--- src/rtl/arb_pkg.sv ---
// Shared definitions for arbiter clients: the client FSM state encoding and
// the default grant-hold length the arbiter and its clients agree on.
package arb_pkg;

  typedef enum logic [1:0] {
    IDLE  = 2'd0,
    REQ   = 2'd1,
    XFER  = 2'd2,
    YIELD = 2'd3
  } client_state_e;

  localparam int ARB_MAX_BURST = 4;

endpackage

--- src/rtl/arb_client_fifo.sv ---
// Synchronous FIFO buffering producer words ahead of the arbitrated bus.
// Head word is presented combinationally on rd_data; count spans 0..DEPTH.
module arb_client_fifo #(
  parameter int DATA_W = 8,
  parameter int DEPTH  = 8
) (
  input  logic                     clk,
  input  logic                     reset,
  input  logic                     push,
  input  logic                     pop,
  input  logic [DATA_W-1:0]        wr_data,
  output logic [DATA_W-1:0]        rd_data,
  output logic [$clog2(DEPTH):0]   count
);

  localparam int PTR_W = $clog2(DEPTH);
  localparam int CNT_W = PTR_W + 1;

  logic [DATA_W-1:0] mem_q [DEPTH];
  logic [PTR_W-1:0]  wr_ptr_q, wr_ptr_d;
  logic [PTR_W-1:0]  rd_ptr_q, rd_ptr_d;
  logic [CNT_W-1:0]  count_q, count_d;
  logic              do_push, do_pop;

  // Guard locally as well so the buffer can never overrun or underrun.
  always_comb begin
    do_push  = push && (count_q != CNT_W'(DEPTH));
    do_pop   = pop && (count_q != '0);
    wr_ptr_d = wr_ptr_q + PTR_W'(do_push);
    rd_ptr_d = rd_ptr_q + PTR_W'(do_pop);
    count_d  = count_q + CNT_W'(do_push) - CNT_W'(do_pop);
  end

  always_ff @(posedge clk or posedge reset) begin
    if (reset) begin
      wr_ptr_q <= '0;
      rd_ptr_q <= '0;
      count_q  <= '0;
    end else begin
      wr_ptr_q <= wr_ptr_d;
      rd_ptr_q <= rd_ptr_d;
      count_q  <= count_d;
    end
  end

  always_ff @(posedge clk) begin
    if (do_push) begin
      mem_q[wr_ptr_q] <= wr_data;
    end
  end

  assign rd_data = mem_q[rd_ptr_q];
  assign count   = count_q;

endmodule

--- src/rtl/arb_client_agent.sv ---
// Arbiter client: buffers producer words, requests one arbiter port, and
// drains in bursts of at most MAX_BURST before yielding for one cycle.
module arb_client_agent
  import arb_pkg::*;
#(
  parameter int DATA_W       = 8,
  parameter int DEPTH        = 8,
  parameter int MAX_BURST    = ARB_MAX_BURST,
  parameter int STARVE_LIMIT = 16
) (
  input  logic                     clk,
  input  logic                     reset,
  input  logic                     in_valid,
  input  logic [DATA_W-1:0]        in_data,
  output logic                     in_ready,
  output logic                     req,
  input  logic                     grant,
  output logic                     bus_valid,
  output logic [DATA_W-1:0]        bus_data,
  output logic [$clog2(DEPTH):0]   fifo_count,
  output logic                     starved,
  output logic                     spurious_grant
);

  localparam int CNT_W   = $clog2(DEPTH) + 1;
  localparam int BURST_W = $clog2(MAX_BURST + 1);
  localparam int WAIT_W  = $clog2(STARVE_LIMIT + 1);

  client_state_e      state_q, state_d;
  logic [BURST_W-1:0] burst_q, burst_d, burst_inc;
  logic [WAIT_W-1:0]  wait_q, wait_d;
  logic [CNT_W-1:0]   count_next;
  logic               push, pop;

  arb_client_fifo #(
    .DATA_W (DATA_W),
    .DEPTH  (DEPTH)
  ) u_fifo (
    .clk     (clk),
    .reset   (reset),
    .push    (push),
    .pop     (pop),
    .wr_data (in_data),
    .rd_data (bus_data),
    .count   (fifo_count)
  );

  always_ff @(posedge clk or posedge reset) begin
    if (reset) begin
      state_q <= IDLE;
      burst_q <= '0;
      wait_q  <= '0;
    end else begin
      state_q <= state_d;
      burst_q <= burst_d;
      wait_q  <= wait_d;
    end
  end

  // Next-state decisions look at the post-edge occupancy so the FSM never
  // requests with an empty buffer nor idles with data pending.
  always_comb begin
    state_d    = state_q;
    burst_d    = burst_q;
    push       = in_valid && in_ready;
    count_next = fifo_count + CNT_W'(push) - CNT_W'(pop);
    burst_inc  = (state_q == XFER) ? burst_q + BURST_W'(1) : BURST_W'(1);

    unique case (state_q)
      IDLE: begin
        if (count_next != '0) state_d = REQ;
      end
      REQ, XFER: begin
        if (count_next == '0) begin
          state_d = IDLE;
          burst_d = '0;
        end else if (grant) begin
          if (burst_inc == BURST_W'(MAX_BURST)) begin
            state_d = YIELD;
            burst_d = '0;
          end else begin
            state_d = XFER;
            burst_d = burst_inc;
          end
        end else begin
          state_d = REQ;
          burst_d = '0;
        end
      end
      YIELD: begin
        state_d = (count_next != '0) ? REQ : IDLE;
        burst_d = '0;
      end
      default: begin
        state_d = IDLE;
        burst_d = '0;
      end
    endcase

    if (req && !grant && (state_d == REQ || state_d == XFER)) begin
      wait_d = (wait_q == '1) ? wait_q : wait_q + WAIT_W'(1);
    end else begin
      wait_d = '0;
    end
  end

  // Reset gating keeps in_ready and spurious_grant low while reset is held.
  always_comb begin
    req            = (state_q == REQ) || (state_q == XFER);
    pop            = req && grant;
    bus_valid      = pop;
    in_ready       = !reset && (fifo_count < CNT_W'(DEPTH));
    spurious_grant = !reset && grant && !req;
    starved        = (wait_q >= WAIT_W'(STARVE_LIMIT));
  end

endmodule

--- config.mk ---
export PLATFORM = sky130hd
export DESIGN_NAME = arb_client_agent
export DESIGN_NICKNAME = d
export VERILOG_FILES = /design/src/rtl/arb_pkg.sv /design/src/rtl/arb_client_fifo.sv /design/src/rtl/arb_client_agent.sv
export SDC_FILE = /design/constraint.sdc
export NUM_CORES = 1
export LEC_CHECK = 0
export CORE_MARGIN = 10
export CORE_UTILIZATION = 45
export CTS_CLUSTER_DIAMETER = 50
export DETAILED_ROUTE_END_ITERATION = 10
export GPL_TIMING_DRIVEN = 0
export PLACE_DENSITY_LB_ADDON = 0.25
export SYNTH_ARGS = -nofsm -noshare
export SYNTH_HDL_FRONTEND = slang
export SYNTH_SLANG_ARGS = --single-unit
--- constraint.sdc ---
create_clock -name clk -period 7.92 [get_ports clk]
set_input_delay 1.584 -clock clk [delete_from_list [all_inputs] [get_ports clk]]
set_output_delay 1.584 -clock clk [all_outputs]
set_load 0.02 [all_outputs]
==> results.toml <==
[setup_path]
cp-end-kind = "primary output"
crit_required_ns = 6.34
endpoint = "bus_valid"
critPathLaunchType = "primary input"
crit_start = "grant"
worst-r2r-setup-slack_ns = 4.46
critPathKind = "primary input to primary output"
r2r_cells = 13
cp.arrival_ns = 2.97
reg2reg_from = "state_q[1]"
crit_fanout = 5
r2r-end = "wait_q[0]"

[cells_and_area]
utilization_pct = 53.6
fin_cells = 380
final_nets = 304
diodes = 0
area_growth_pct = 17.2
final_layout_size_suffix_gt1_share_pct = 17.1

[global_routing]
grt_pass1_wl_um = 10600
grt.total_usage_pct = 10.9
antenna_found_initial = 0
grt_overflow = 0
grt_pass1_vias = 2045
grt_max_degree = 21

[sta]
setup_viol_count_final = 0
finClkSkew_ns = 0.0104
tightestPinTransition_ns = 0.931
period_needed_ns = 4.55
timing.final.crit_share_pct = 57.5
fin_setup_tns_ns = 0
rsz0062_at_grt = "no"
finalMaxSlewViolations = 0
whs_ns = 0.510
hold_viol_final = 0
max_freq_mhz = 220
slew_headroom_pct = 37.7

[synthesis]
synth-async-reset-ratio_pct = 23.8
synth_area_um2 = 3720
syn_area_per_cell_um2 = 16.2
yosysSeqAreaShare_pct = 65.1
synth.area.top_cells = "edfxtp_1 (52%), dfrtp_1 (13%), mux4_2 (9.7%)"
post-synth-top-count-cell = "edfxtp_1"
synthFlopType = "edfxtp_1"
synth-seq-cells = 84
synth_top_area_cell = "edfxtp_1"
synth_common_cells = "edfxtp_1 (64), dfrtp_1 (20), ha_1 (20)"
netlist.area_leader.share_pct = 51.6
synth.distinct_cells = 39
syn-num-nets = 264
yosys_warnings = 0
postSynthCellCount = 230
synth_edf_count = 64

[placed_design]
place_inst = 364
portBuffers = 28
gp_congestion = 0.780
dp_hpwl_um = 4420

[power]
powerDensity_nw_per_um2 = 353
worst_ir_drop_vdd_uv = 160
p_leak_uw = 0.00161

[die]
coreArea_um2 = 8130
dieArea_um2 = 12300
die_height_um = 111
die_w_um = 111
initial_core_util_pct = 45.7
num_io_pins = 29
rows = 33

[clocking]
cts_sinks = 84
clkTransAtPathRegs_ns = 0.08
cts_buffer_depth = 2
cts_setup_buffers = 0
h-tree-depth = 3
cts_tree = "done"
cts_root_buf = "clkbuf_8"
ctsResizeCount = 0
clock_latency_ns = 0.34
ctsHoldBuffers = 0
cts_buffers = 9

[detailed_routing]
wl_per_cell_um = 16.6
route.detailed.drc = 0
dr.pass1.iters = 4
via_per_inst = 5.10
vias = 1937
ant_nets = 0
drt-initial-drc-count = 69
wirelength_um = 6320

[worst_hold_path]
hold_class = "register to register"

[status]
outcome = "completed"

[flow_run]
maxCapViolCount = 0
-- state kept, by name, summed over array words and instances (netlist names) --
signal and count:
burst_q 3, state_q 2, u_fifo.count 4, u_fifo.mem_q 64, u_fifo.rd_ptr_q 3, u_fifo.wr_ptr_q 3
wait_q 5
-- metrics by stage --
step / worst slack, ns / total power, uW / area, um^2
floorplan: 3.97 / 1020 / 3720
global placement: 3.26 / 1220 / 4130
detailed placement: 3.24 / 1230 / 4140
CTS: 3.35 / 1560 / 4360
global route: 3.29 / 1650 / 4360
finish: 3.37 / 1540 / 4360
-- power by group --
| group | internal [uW] | switching [uW] | leakage (uW) | total [uW] |
|---|---|---|---|---|
| Combinational | 312 | 327 | 0.000677 | 638 |
| Sequential | 532 | 42.8 | 0.000828 | 575 |
| Clock | 178 | 147 | 0.000102 | 325 |
-- per-layer routing --
| metal | up-vias | part of all wire (%) | global-route usage (%) |
|---|---|---|---|
| li1 | 938 | - | - |
| met1 | 962 | 47 | 13.6 |
| met2 | 28 | 48 | 17.4 |
| met3 | 9 | 3.8 | 3.19 |
| met4 | 0 | 1.3 | 4.17 |
| met5 | - | 0 | 0 |
-- layout by cell type (no fill, tap or decap), drive strengths merged, types with 3 or more instances in the layout --
cell and count:
a21oi 4, buf 5, clkbuf 13, clkdlybuf4s50 28
dfrtp 20, edfxtp 64, ha 20, inv 18
mux2 8, mux4 16, nand2 8, nand2b 4
nand3 3, nor2 15, nor3 3, o21ai 5
xnor2 3, xor2 7
-- logic make-up after synthesis --
| kind of cell | Yosys count | synth area share, % |
|---|---|---|
| adder cells (fa/ha/maj) | 22 | 7.80 |
| AO/OA/AOI/OAI | 17 | 2.99 |
| multiplexers | 26 | 12.6 |
| flip-flops | 84 | 65.1 |
| buffers and inverters | 25 | 2.76 |
| AND/OR/NAND/NOR | 46 | 6.36 |
| XOR/XNOR | 10 | 2.35 |
-- cell type report --
type / instances / area [um^2]
clock buffer: 10 / 128
clock inverter: 6 / 88.8
fill: 646 / 3770
buffer: 7 / 35.0
tap: 105 / 131
sequential: 84 / 2420
inverter: 18 / 67.6
timing repair buffer: 29 / 288
multi-input combinational: 121 / 1200
-- worst min path at each step --
stage                       start            endpoint  depth (start not counted)
2_1_floorplan          burst_q[1]          burst_q[1]                          2
3_3_place_gp           burst_q[1]          burst_q[1]                          2
3_5_place_dp           burst_q[1]          burst_q[1]                          2
4_1_cts        u_fifo.rd_ptr_q[0]  u_fifo.rd_ptr_q[0]                          1
5_1_grt        u_fifo.wr_ptr_q[0]  u_fifo.wr_ptr_q[0]                          1
6_report       u_fifo.rd_ptr_q[0]  u_fifo.rd_ptr_q[0]                          1
-- critical path, stage by stage --
cell,delay [ns]
clkdlybuf4s50_1,0.53
and2_1,0.22
clkdlybuf4s50_1,0.63
Power figures use the tool's default switching activity.
